[src/rtl/cmos_pkg.sv]
// Shared definitions for the CMOS window capture block: FSM states and
// default capture window (full 640x480 VGA frame).
package cmos_pkg;

  typedef enum logic [1:0] {
    IDLE    = 2'd0,
    SKIP    = 2'd1,
    WAIT_VS = 2'd2,
    ACTIVE  = 2'd3
  } cmos_state_e;

  localparam int DEF_WIN_X0 = 0;
  localparam int DEF_WIN_X1 = 639;
  localparam int DEF_WIN_Y0 = 0;
  localparam int DEF_WIN_Y1 = 479;

endpackage

[src/rtl/cmos_sync_edge.sv]
// Registered copies of VSYNC/HREF and single-cycle edge pulses derived from
// comparing the live input against its registered copy.
module cmos_sync_edge (
  input  logic CMOS_PCLK,
  input  logic iRST_N,
  input  logic vsync_in,
  input  logic href_in,
  output logic vsync_r,
  output logic href_r,
  output logic vs_rise,
  output logic vs_fall,
  output logic href_rise,
  output logic href_fall
);

  logic vsync_q, vsync_d;
  logic href_q, href_d;

  always_comb begin
    vsync_d = vsync_in;
    href_d  = href_in;
  end

  // VSYNC idles high, so its copy resets high to avoid a false edge.
  always_ff @(posedge CMOS_PCLK or negedge iRST_N) begin
    if (!iRST_N) begin
      vsync_q <= 1'b1;
      href_q  <= 1'b0;
    end else begin
      vsync_q <= vsync_d;
      href_q  <= href_d;
    end
  end

  assign vsync_r   = vsync_q;
  assign href_r    = href_q;
  assign vs_rise   =  vsync_in & ~vsync_q;
  assign vs_fall   = ~vsync_in &  vsync_q;
  assign href_rise =  href_in  & ~href_q;
  assign href_fall = ~href_in  &  href_q;

endmodule

[src/rtl/cmos_window_capture.sv]
// Captures CMOS sensor bytes, assembles pixels and emits only those inside a
// per-frame window. Optional frame statistics: define CMOS_FRAME_STATS_EN.
module cmos_window_capture
  import cmos_pkg::*;
#(
  parameter int BYTES_PER_PIX = 2,
  parameter int XW            = 11,
  parameter int YW            = 10,
  parameter int SKIP_FRAMES   = 10
) (
  input  logic                       CMOS_PCLK,
  input  logic                       iRST_N,
  input  logic                       init_done,
  input  logic                       CMOS_VSYNC,
  input  logic                       CMOS_HREF,
  input  logic [7:0]                 CMOS_iDATA,
  input  logic [XW-1:0]              win_x0,
  input  logic [XW-1:0]              win_x1,
  input  logic [YW-1:0]              win_y0,
  input  logic [YW-1:0]              win_y1,
  output logic [8*BYTES_PER_PIX-1:0] o_data,
  output logic                       o_valid,
  output logic                       o_sof,
  output logic                       o_eol,
`ifdef CMOS_FRAME_STATS_EN
  output logic [15:0]                o_stat_pix,
  output logic [YW-1:0]              o_stat_lines,
`endif
  output logic [7:0]                 o_frame_cnt
);

  localparam int   DW         = 8 * BYTES_PER_PIX;
  localparam logic LAST_PHASE = 1'(BYTES_PER_PIX - 1);

  logic vsync_r, href_r, vs_rise, vs_fall, href_rise, href_fall;

  cmos_sync_edge u_sync (
    .CMOS_PCLK (CMOS_PCLK),
    .iRST_N    (iRST_N),
    .vsync_in  (CMOS_VSYNC),
    .href_in   (CMOS_HREF),
    .vsync_r   (vsync_r),
    .href_r    (href_r),
    .vs_rise   (vs_rise),
    .vs_fall   (vs_fall),
    .href_rise (href_rise),
    .href_fall (href_fall)
  );

  cmos_state_e     state_q, state_d;
  logic [15:0]     skip_q, skip_d;
  logic            phase_q, phase_d;
  logic [DW-1:0]   asm_q, asm_d;
  logic [XW-1:0]   x_q, x_d;
  logic [YW-1:0]   y_q, y_d;
  logic [XW-1:0]   wx0_q, wx0_d, wx1_q, wx1_d;
  logic [YW-1:0]   wy0_q, wy0_d, wy1_q, wy1_d;
  logic            seen_q, seen_d;
  logic [DW-1:0]   data_q, data_d;
  logic            valid_q, valid_d, sof_q, sof_d, eol_q, eol_d;
  logic [7:0]      fcnt_q, fcnt_d;

  logic            in_active, frame_start, frame_end;
  logic            byte_en, pix_done, in_win;
  logic [XW-1:0]   pix_x;
  logic [DW-1:0]   pix_word;

  always_ff @(posedge CMOS_PCLK or negedge iRST_N) begin
    if (!iRST_N) state_q <= IDLE;
    else         state_q <= state_d;
  end

  // Losing init_done overrides every transition.
  always_comb begin
    state_d = state_q;
    case (state_q)
      IDLE:    if (init_done) state_d = SKIP;
      SKIP:    if (SKIP_FRAMES == 0) state_d = WAIT_VS;
               else if (vs_rise && (skip_q + 16'd1) == 16'(SKIP_FRAMES)) state_d = WAIT_VS;
      WAIT_VS: if (vs_fall) state_d = ACTIVE;
      ACTIVE:  if (vs_rise) state_d = WAIT_VS;
      default: state_d = IDLE;
    endcase
    if (!init_done) state_d = IDLE;
  end

  always_comb begin
    in_active   = init_done && (state_q == ACTIVE);
    frame_start = init_done && (state_q == WAIT_VS) && vs_fall;
    frame_end   = in_active && vs_rise;
  end

  // The byte on an HREF rising edge belongs to column 0.
  always_comb begin
    byte_en  = in_active && CMOS_HREF && !vsync_r;
    pix_done = byte_en && (phase_q == LAST_PHASE);
    pix_x    = href_r ? x_q : '0;
    pix_word = DW'({asm_q, CMOS_iDATA});
    in_win   = (pix_x >= wx0_q) && (pix_x <= wx1_q) && (y_q >= wy0_q) && (y_q <= wy1_q);
  end

  always_comb begin
    skip_d  = skip_q;
    phase_d = phase_q;
    asm_d   = asm_q;
    x_d     = x_q;
    y_d     = y_q;
    wx0_d   = wx0_q;
    wx1_d   = wx1_q;
    wy0_d   = wy0_q;
    wy1_d   = wy1_q;
    seen_d  = seen_q;
    data_d  = data_q;
    valid_d = 1'b0;
    sof_d   = 1'b0;
    eol_d   = 1'b0;
    fcnt_d  = fcnt_q;
    if (vs_fall) begin
      wx0_d = win_x0;
      wx1_d = win_x1;
      wy0_d = win_y0;
      wy1_d = win_y1;
    end
    if (!init_done) begin
      skip_d  = '0;
      phase_d = 1'b0;
      x_d     = '0;
      y_d     = '0;
      seen_d  = 1'b0;
    end else begin
      if (state_q == IDLE) skip_d = '0;
      if (state_q == SKIP && vs_rise) skip_d = skip_q + 16'd1;
      if (frame_start) begin
        phase_d = 1'b0;
        x_d     = '0;
        y_d     = '0;
        seen_d  = 1'b0;
      end
      if (in_active) begin
        if (href_rise) x_d = '0;
        if (!CMOS_HREF) phase_d = 1'b0;
        if (byte_en) begin
          asm_d   = pix_word;
          phase_d = pix_done ? 1'b0 : phase_q + 1'b1;
        end
        if (pix_done) begin
          x_d = (pix_x != {XW{1'b1}}) ? pix_x + XW'(1) : pix_x;
          if (in_win) begin
            valid_d = 1'b1;
            data_d  = pix_word;
            sof_d   = !seen_q;
            eol_d   = (pix_x == wx1_q);
            seen_d  = 1'b1;
          end
        end
        if (href_fall && y_q != {YW{1'b1}}) y_d = y_q + YW'(1);
        if (frame_end && seen_q) fcnt_d = fcnt_q + 8'd1;
      end
    end
  end

  always_ff @(posedge CMOS_PCLK or negedge iRST_N) begin
    if (!iRST_N) begin
      skip_q  <= '0;
      phase_q <= 1'b0;
      asm_q   <= '0;
      x_q     <= '0;
      y_q     <= '0;
      wx0_q   <= XW'(DEF_WIN_X0);
      wx1_q   <= XW'(DEF_WIN_X1);
      wy0_q   <= YW'(DEF_WIN_Y0);
      wy1_q   <= YW'(DEF_WIN_Y1);
      seen_q  <= 1'b0;
      data_q  <= '0;
      valid_q <= 1'b0;
      sof_q   <= 1'b0;
      eol_q   <= 1'b0;
      fcnt_q  <= '0;
    end else begin
      skip_q  <= skip_d;
      phase_q <= phase_d;
      asm_q   <= asm_d;
      x_q     <= x_d;
      y_q     <= y_d;
      wx0_q   <= wx0_d;
      wx1_q   <= wx1_d;
      wy0_q   <= wy0_d;
      wy1_q   <= wy1_d;
      seen_q  <= seen_d;
      data_q  <= data_d;
      valid_q <= valid_d;
      sof_q   <= sof_d;
      eol_q   <= eol_d;
      fcnt_q  <= fcnt_d;
    end
  end

  assign o_data      = data_q;
  assign o_valid     = valid_q;
  assign o_sof       = sof_q;
  assign o_eol       = eol_q;
  assign o_frame_cnt = fcnt_q;

`ifdef CMOS_FRAME_STATS_EN
  logic [15:0]   pcnt_q, pcnt_d, spix_q, spix_d;
  logic [YW-1:0] slines_q, slines_d;

  // The line counter at frame end equals the number of lines in the frame.
  always_comb begin
    pcnt_d   = pcnt_q;
    spix_d   = spix_q;
    slines_d = slines_q;
    if (!init_done || frame_start) pcnt_d = '0;
    else if (pix_done && in_win && pcnt_q != 16'hFFFF) pcnt_d = pcnt_q + 16'd1;
    if (frame_end) begin
      spix_d   = pcnt_q;
      slines_d = y_q;
    end
  end

  always_ff @(posedge CMOS_PCLK or negedge iRST_N) begin
    if (!iRST_N) begin
      pcnt_q   <= '0;
      spix_q   <= '0;
      slines_q <= '0;
    end else begin
      pcnt_q   <= pcnt_d;
      spix_q   <= spix_d;
      slines_q <= slines_d;
    end
  end

  assign o_stat_pix   = spix_q;
  assign o_stat_lines = slines_q;
`endif

endmodule

[config.mk]
export PLATFORM = sky130hd
export DESIGN_NAME = cmos_window_capture
export DESIGN_NICKNAME = d
export VERILOG_FILES = /design/src/rtl/cmos_pkg.sv /design/src/rtl/cmos_sync_edge.sv /design/src/rtl/cmos_window_capture.sv
export SDC_FILE = /design/constraint.sdc
export NUM_CORES = 1
export LEC_CHECK = 0
export ABC_AREA = 0
export CORE_MARGIN = 2
export CORE_UTILIZATION = 45
export DETAILED_ROUTE_END_ITERATION = 10
export GPL_TIMING_DRIVEN = 0
export PLACE_DENSITY = 0.77
export SKIP_CTS_REPAIR_TIMING = 1
export SYNTH_ARGS = -nofsm -noshare
export SYNTH_HDL_FRONTEND = slang
export SYNTH_SLANG_ARGS = --single-unit
[constraint.sdc]
create_clock -name CMOS_PCLK -period 3 [get_ports CMOS_PCLK]
set_input_delay 0.3 -clock CMOS_PCLK [delete_from_list [all_inputs] [get_ports CMOS_PCLK]]
set_output_delay 0.3 -clock CMOS_PCLK [all_outputs]
set_load 0.1 [all_outputs]
==> Yosys cells after proc, flatten, opt, wreduce, memory -nomap -nowiden <==
Index checks and enable logic that the tools add are counted.
{ "word_totals": {"reg_bits": 120, "latch_bits": 0, "mem_bits_rw": 0, "rom_bits": 0, "in_bits": 55, "out_inout_bits": 27, "word_cells": 109, "mem_count": 0} }
{ "classes": {"addsub": 5, "multipliers": 0, "div": 0, "magnitude_cmp": 4, "n_eq_ne": 11, "n_shift": 0, "muxes": 42, "bitwise_logic": 8, "n_reduce_logical": 21} }
{ "ops": {"columns": ["cell", "count"], "rows": [
  ["$mux 11", 7],
  ["$mux 16", 3],
  ["$mux 10", 4],
  ["$mux 1", 23],
  ["$add 16x1->16 const B", 1],
  ["$eq 16x4->1 const B", 1],
  ["$logic_and 1x1->1", 14],
  ["$add 11x1->11 const B", 1],
  ["$eq 11x11->1", 1],
  ["$ge 11x11->1", 1],
  ["$le 11x11->1", 1],
  ["$ne 11x11->1 const B", 1],
  ["$add 10x1->10 const B", 1],
  ["$ge 10x10->1", 1],
  ["$le 10x10->1", 1],
  ["$ne 10x10->1 const B", 1],
  ["$ne 3x3->1 const B", 3],
  ["$reduce_and 3->1", 3],
  ["$add 8x1->8 const B", 1],
  ["$mux 2", 4],
  ["$pmux 2 s4", 1],
  ["$and 1x1->1", 4],
  ["$eq 2x2->1 const B", 2],
  ["$not 1->1", 4],
  ["other kinds (6)", 7]
]} }

==> Logic depth before layout (Yosys ltp) <==
Gate-level depths: netlist (run 1).
{ "depth": {"word_depth": 9, "ltp_mapped": 12, "ltp_nobuf": 9} }

==> By module <==
A second synthesis (run 1) with hierarchy kept.
{ "hier_totals": {"hier_cells": 673, "area_unflattened_um2": 6523.8} }
{ "modules_own_cells": {"columns": ["mod", "instances", "cells_per_inst", "area_per_inst_um2", "seq_area_each_um2"], "rows": [
  ["cmos_window_capture", 1, 667, 6437.4, 2972.9],
  ["cmos_sync_edge", 1, 6, 86.3, 51.3]
]} }

==> Least setup slack after synthesis (run 1) <==
No wires, ideal clock.
{ "synth_path": {"path_kind": "reg2reg", "from": "register u_sync.href_q, in the netlist u_sync.href_r", "to": "register data_q[0], in the netlist o_data[0]", "setup_time_ns": 0.126, "arrival_ns": 2.750, "t_required_ns": 2.874, "path_slack_ns": 0.124, "stages_incl_launch_ff": 12, "n_path_buf": 3, "synth_period_minus_slack_ns": 2.876, "path_cell_list": "dfrtp_1 > buf_4 > clkbuf_1 > and2_1 > ha_1 > and4_1 > and3_1 > o221ai_1 > nand4_1 > a211oi_4 > buf_8 > mux2_4"} }
{ "synth_via": {"elab_chain_cells": 6, "word_cells_on_any_way": 7, "cone_classes": "order compare: 2; mux: 1; reduce/logical: 4"} }
{ "synth_lines": {"columns": ["element", "line_no", "rtl"], "rows": [
  ["start, declared", "cmos_sync_edge.sv:17", "logic href_q, href_d;"],
  ["start signal, assigned", "cmos_sync_edge.sv:31", "href_q <= href_d;"],
  ["$mux 11 (*)", "cmos_window_capture.sv:97", "pix_x = href_r ? x_q : '0;"],
  ["$ge 11x11->1 / $le 11x11->1 (equally long branches)", "cmos_window_capture.sv:99", "in_win = (pix_x >= wx0_q) && (pix_x <= wx1_q) && (y_q >= wy0_q) && (y_q <= wy1_q);"],
  ["$logic_and 1x1->1 (*) (3 in a row)", "cmos_window_capture.sv:99", null],
  ["$reduce_and 4->1 (no source line) (*)", null, null],
  ["end signal, assigned", "cmos_window_capture.sv:190", "data_q <= data_d;"],
  ["end, declared", "cmos_window_capture.sv:59", "logic [DW-1:0] data_q, data_d;"]
]} }
Every way passes the cells marked *; elsewhere a longest branch is shown, timed or not.
A chain may end at the register's enable or synchronous reset.

==> Worst setup path in the final report (run 1) <==
{ "layout_path": {"from": "register u_sync.href_q, in the netlist u_sync.href_r", "to": "register data_q[5], in the netlist o_data[5]"} }
The elaborated chain is that of the path after synthesis.

==> metrics.cfg, run 1 <==
[timing]
min_period_over_period=0.975
worst_slack_ns=0.0747
hold_ws_ns=0.228
relSlewSlack=0.332
clock_skew_ns=0.00791
worst_pin_slew_ns=0.999
max_clock_freq_mhz=342
drv_slew=0
setup_viol_count_final=0
min_period_ns=2.93
hold_viol=0

[logic_synthesis]
synth-main-ff-cell=dfrtp_1
ys_seq_area_frac=0.452
netlist.area_leader.share=0.385
synth_most_common_cell=dfrtp_1
synthArstFlopShare=1.00
synth_nets=785
synth_area_leader_cell=dfrtp_1
synth_area_leaders=dfrtp_1, ha_1, dfstp_2, o21ai_0, mux2_2
synth.avg_cell_area_sq_um=9.73
synth_warnings=0
synth_edf_count=0
synth_common_cells=dfrtp_1, o21ai_0, nand2_1, inv_1, ha_1
synth-seq-cells=120
synthCells=688
syn-cell-area_sq_mm=0.00669
ys_types=64

[worst_setup_path]
critPathRequiredTime_ns=3.30
worstSetupPathType=reg -> reg
r2r_end=o_data[5]
worstSetupStartpointType=register
max_stage_delay_ns=0.42
crit_family=compound AO/OA/AOI/OAI gates
rr_startpoint=u_sync.href_r
cp_num_buf_inv=4
path_cells=buf_6 > buf_4 > and2_4 > ha_1 > a21o_1 > a21o_1 > a21oi_2 > nand4_1 > a211oi_4 > buf_12 > buf_4 > mux2_2
cp-end-kind=register
crit_slowest_cell=dfrtp_1
cp.arrival_ns=3.23
critPathMaxFanout=10
reg2reg_slack_ns=0.07
worstRegToRegCells=12

[drt]
ant_nets=0
drt_iter0_markers=368
via_per_inst=5.47
routed_wl_um=15300
drcViolationCount=0
wl_per_cell_um=15.4
drtPass1Iterations=5
vias=5438

[power_and_ir_drop]
power_density_mw_per_mm2=482
clock_power_share=0.472
p_leak_uw=0.00376
power_frac_seq=0.433
peakVddDrop_uv=390
p_comb_frac=0.095
swShare=0.226
internal-power_uw=3150
p_switching_uw=919

[worst_hold_path]
worstHoldEndpoint=y_q[9]
min-delay-start=init_done
min_path_type=in -> reg
min_path_cells=3

[global_routing]
grt_pass1_vias=5231
overflow=0
antenna_found_initial=0
grt_pass1_wl_um=25600
grtUsageTotal=0.200
grt_max_degree=63

[finish]
fillers=1243
fin_nets=894
drive_gt1_frac=0.137
diodes=0
synthToLayoutAreaGrowth_pct=26.3

[floorplanning]
die_h_um=126
io_pins=82
dieArea_sq_mm=0.0159
core_sq_mm=0.0145
rows=44
die_w_um=126
start_util=0.461

[run_status]
status=finished, final reports clean

[clock_network]
cts_made_buffers=17
cts_root_buf=clkbuf_16
cts_max_path_buffers=2
htreeDepth=4
clk_pin_slew_ns=0.05
cts.sinks=120
cts_tree=done
clk_latency_ns=0.42

[placement]
dp_hpwl_um=10600
port-buffer-count=80
place.gp.congestion=0.913
dp_slack_ns=-0.530

[flow_run]
max_cap_violations=0

-- area by class of cell --
| class | count | area (sq um) | area share |
|---|---|---|---|
| multi-input cells | 484 | 3380 | 0.400 |
| flip-flops and latches | 120 | 3020 | 0.358 |
| repair buffers | 90 | 912 | 0.108 |
| clock buffers | 29 | 520 | 0.0616 |
| well taps | 184 | 230 | 0.0272 |
| inverters | 51 | 191 | 0.0226 |
| plain buffers | 33 | 158 | 0.0186 |
| clock inverters | 3 | 40.0 | 0.00474 |
-- worst reg2reg max path: stages, from the launching register on --
cell and delay, ns:
dfrtp_1 0.42, buf_6 0.16, buf_4 0.16, and2_4 0.17, ha_1 0.30, a21o_1 0.17
a21o_1 0.18, a21oi_2 0.15, nand4_1 0.16, a211oi_4 0.32, buf_12 0.17, buf_4 0.13
mux2_2 0.32
-- cells in the final DEF (no fill, tap or decap), types with 4 or more instances in the layout --
cell             netlist  routed
nor2b_1               13      13
buf_2                  4       4
a31oi_1                4       4
nand3b_1               6       6
a21o_1                 5       5
and2_4                 0       4
o211ai_1               5       5
clkbuf_8               0       5
xor2_1                 8       8
and4_1                 6       5
o21ai_0               84      84
clkbuf_16              0      17
dfrtp_1              103     103
o21a_1                 5       5
nand3_1               22      22
clkbuf_1              24      30
and2_1                17      13
mux2_2                29      29
dfstp_2               17      17
clkdlybuf4s50_1        0      79
xnor2_1                8       8
a22oi_1                5       5
nand2b_1              10      10
inv_1                 51      51
nand2_1               70      70
nand4_1               18      18
nor2_1                27      27
nor3_1                 4       4
and3_1                14      14
o31ai_1                7       7
a21boi_0               8       8
buf_4                  1       8
a21oi_1               15      14
ha_1                  42      41
mux2_4                 7       7
-- metrics by stage --
stage          instances  power, uW  cell area, sq um  utilization  TNS (ns)
2_1_floorplan        688       1980              6690            -         0
4_1_cts              985       4090              8310        0.572     -8.17
3_3_place_gp         952       2140              7720        0.532   -345.04
6_report             994       4070              8460        0.582         0
5_1_grt              994       4250              8460        0.582    -0.362
3_5_place_dp         953       2160              7750        0.533     -7.90
-- how the worst max path moves through the flow --
stage               depth (start not counted)    endpoint     startpoint  slack [ns]
finish                                     12   o_data[5]  u_sync.href_r        0.07
global route                               12  o_data[15]  u_sync.href_r       -0.05
CTS                                        11  o_data[15]  u_sync.href_r       -0.54
detailed placement                         11   o_data[0]  u_sync.href_r       -0.53
global placement                            1   o_data[4]         iRST_N       -3.03
floorplan                                  11   o_data[0]  u_sync.href_r        0.12
-- logic make-up after synthesis --
| logic type | count (synthesis) | share of synthesized area |
|---|---|---|
| buf+inv | 84 | 0.0503 |
| flops | 120 | 0.452 |
| compound gates | 168 | 0.161 |
| xor+xnor | 16 | 0.0209 |
| simple gates | 219 | 0.169 |
| mux | 38 | 0.0675 |
| fa+ha+maj | 43 | 0.0800 |
-- power by group through the flow --
stage | registers (uW) | logic, uW | clock network, uW
final | 1760 | 386 | 1920
after detailed placement | 1790 | 368 | 0
after global routing | 1770 | 441 | 2040
after global placement | 1790 | 354 | 0
after CTS | 1760 | 373 | 1960
after floorplan | 1780 | 202 | 0
-- registers in the layout, summed over array words and instances, names as in the netlist --
name / flops
o_data: 16
y_q: 10
u_sync.vsync_r: 1
wx0_q: 11
o_sof: 1
wx1_q: 11
seen_q: 1
phase_q: 1
o_frame_cnt: 8
x_q: 11
o_valid: 1
state_q: 2
u_sync.href_r: 1
skip_q: 16
wy1_q: 10
wy0_q: 10
o_eol: 1
asm_q: 8
-- per-layer routing --
| metal | global-route usage | share of wire | vias to the layer above |
|---|---|---|---|
| met5 | 0 | 0 | - |
| met4 | 0.0698 | 0.020 | 0 |
| met3 | 0.0629 | 0.067 | 32 |
| met2 | 0.294 | 0.45 | 164 |
| met1 | 0.280 | 0.47 | 2577 |
| li1 | - | - | 2665 |
Note: power is estimated with default switching activity, not from simulation.
==> run 2: changes to the inputs <==
- CAP_MARGIN: default -> 20
==> results of run 2 <==
Same layout as run 1: the final DEF is identical, and so are final timing and power.
==> run 3: changes to the inputs <==
- ABC_AREA: 0 -> default
- PLACE_DENSITY: 0.77 -> 0.68
- SKIP_CTS_REPAIR_TIMING: 1 -> default
==> run 3 against run 2 <==
Against the previous run: hold slack better by 0.0042 ns; count of clock-buffer cells in the layout down 10; register-to-register slack about the same; worst setup slack better by 0.0037 ns; wire length up 4.9%; critical path type unchanged.
==> metrics.cfg, run 3 (same netlist as run 1, synthesis figures left out) <==
[run_status]
status=finished, final reports clean

[timing]
setup_tns_ns=0  ; unchanged
grt_setup_unrepaired=false
setup_viol_count_final=0  ; unchanged
min_period_over_period=0.974  ; -0.00123
clock_skew_ns=0.0102  ; +0.00232 ns
relSlewSlack=0.320  ; -0.0116
max_clock_freq_mhz=342  ; +0.13%
worst_slack_ns=0.0784  ; +0.00369 ns
worst_pin_slew_ns=1.02  ; +0.0173 ns
drv_slew=0  ; unchanged
hold_viol=0  ; unchanged
min_period_ns=2.92  ; -0.00369 ns

[placement]
dp.cells=953  ; unchanged
dp_slack_ns=-0.534  ; -0.00438 ns
dp_hpwl_um=11500  ; +7.7%
port-buffer-count=80  ; unchanged
place.gp.congestion=0.917  ; +0.48%

[floorplanning]
dieArea_sq_mm=0.0159  ; unchanged
die_w_um=126  ; unchanged
die_h_um=126  ; unchanged
start_util=0.461  ; unchanged
io_pins=82  ; unchanged
rows=44  ; unchanged
core_sq_mm=0.0145  ; unchanged

[clock_network]
cts_tree=done
cts_made_buffers=17  ; unchanged
clk_latency_ns=0.42  ; about the same
cts.sinks=120  ; unchanged
clk_pin_slew_ns=0.06  ; about the same
cts_max_path_buffers=2  ; unchanged
cts_root_buf=clkbuf_16
htreeDepth=4  ; unchanged

[worst_setup_path]
cp.arrival_ns=3.22  ; about the same
cp-end-kind=register
worstSetupStartpointType=register
worstSetupPathType=reg -> reg
critPathRequiredTime_ns=3.30  ; about the same
critPathMaxFanout=10  ; unchanged

[drt]
via_per_inst=5.46  ; -0.15%
ant_nets=0  ; unchanged
wl_per_cell_um=16.2  ; +5.3%
routed_wl_um=16000  ; +4.9%
drtPass1Iterations=5  ; unchanged
vias=5408  ; -0.55%
drt_iter0_markers=295  ; -20%
drcViolationCount=0  ; unchanged

[finish]
synthToLayoutAreaGrowth_pct=26.3  ; unchanged
drive_gt1_frac=0.134  ; -0.00304
diodes=0  ; unchanged
utilization=0.582  ; unchanged
stdcell_count=990  ; -0.40%
fin_nets=890  ; -0.45%
final_common_cell=dfrtp_1
layout_common_cells=dfrtp_1, o21ai_0, clkdlybuf4s50_1

[global_routing]
grtUsageTotal=0.208  ; +0.00818
grt_pass1_vias=5522  ; +5.6%
grt_pass1_wl_um=26900  ; +5.2%
grt_max_degree=68  ; +7.9%
overflow=0  ; unchanged
antenna_found_initial=0  ; unchanged

[power_and_ir_drop]
p_leak_uw=0.00375  ; -0.44%
power.total_uw=4250  ; +4.3%
peakVddDrop_uv=381  ; -2.3%
power_density_mw_per_mm2=502  ; +4.3%

[flow_run]
max_cap_violations=0  ; unchanged

[worst_hold_path]
min_path_type=in -> reg

## run 3: cell types whose count changed in the layout (fill, tap and decap cells not counted), sizes merged
cell,change
clkbuf,-9
clkinvlp,+5
buf,-5
inv,+2
bufinv,+2
clkinv,+1
## run 3: path summary, 6_finish.rpt
check | startpoint | end | slack, ns | cells past startpoint
max in group asynchronous | iRST_N | wx1_q[4] | 1.86 | 3
worst min-delay path | init_done | y_q[9] | 0.23 | 3
min in group asynchronous | iRST_N | wy0_q[4] | 0.41 | 2
worst min register to register | seen_q | o_sof | 0.44 | 1
worst max-delay path | u_sync.href_r | o_data[3] | 0.08 | 12
worst max register to register | u_sync.href_r | o_data[3] | 0.08 | 12
## run 3: final cells by class
cell class              count  area (sq um)
inverters                  51           191
clock buffers              19           443
clock inverters            13           171
fillers                  1238          6080
flip-flops and latches    120          3020
well taps                 184           230
multi-input cells         484          3350
repair buffers             86           895
plain buffers              33           149
## run 3: timing repair
item | CTS | global route
endpoints found under the hold margin | 50 | 0
endpoints found under the setup margin | 23 | 15
gates resized for setup | 5 | 3
pin swaps | 3 | 2
hold buffers | 1 | 0
buffers inserted | 4 | 0
## run 3: per-stage QoR
step / instance area (sq um) / hold WS [ns]
5_1_grt: 8460 / 0.231
6_report: 8460 / 0.232
3_3_place_gp: 7720 / 0.443
4_1_cts: 8450 / 0.216
3_5_place_dp: 7750 / 0.294
2_1_floorplan: 6690 / 0.00441
## run 3: worst max-delay path, stage by stage (launching register included)
cell and delay, ns:
dfrtp_1 0.39, buf_4 0.18, clkbuf_4 0.19, and2_4 0.19
ha_1 0.30, and4_1 0.22, and3_1 0.20, o221ai_1 0.07
nand4_1 0.16, a211oi_4 0.27, buf_12 0.16, buf_8 0.15
mux2_4 0.30
## run 3: layer usage
metal	global-route usage	wire [um]	vias up	share of wire
li1	-	-	2654	-
met4	0.0498	189	0	0.012
met1	0.276	7480	2628	0.47
met5	0	0	-	0
met2	0.337	7540	112	0.47
met3	0.0620	796	14	0.050
## run 3: where the power goes
part | internal (uW) | switching, uW
Combinational | 180 | 206
Sequential | 1720 | 40.3
Clock | 1340 | 766
Total | 3240 | 1010
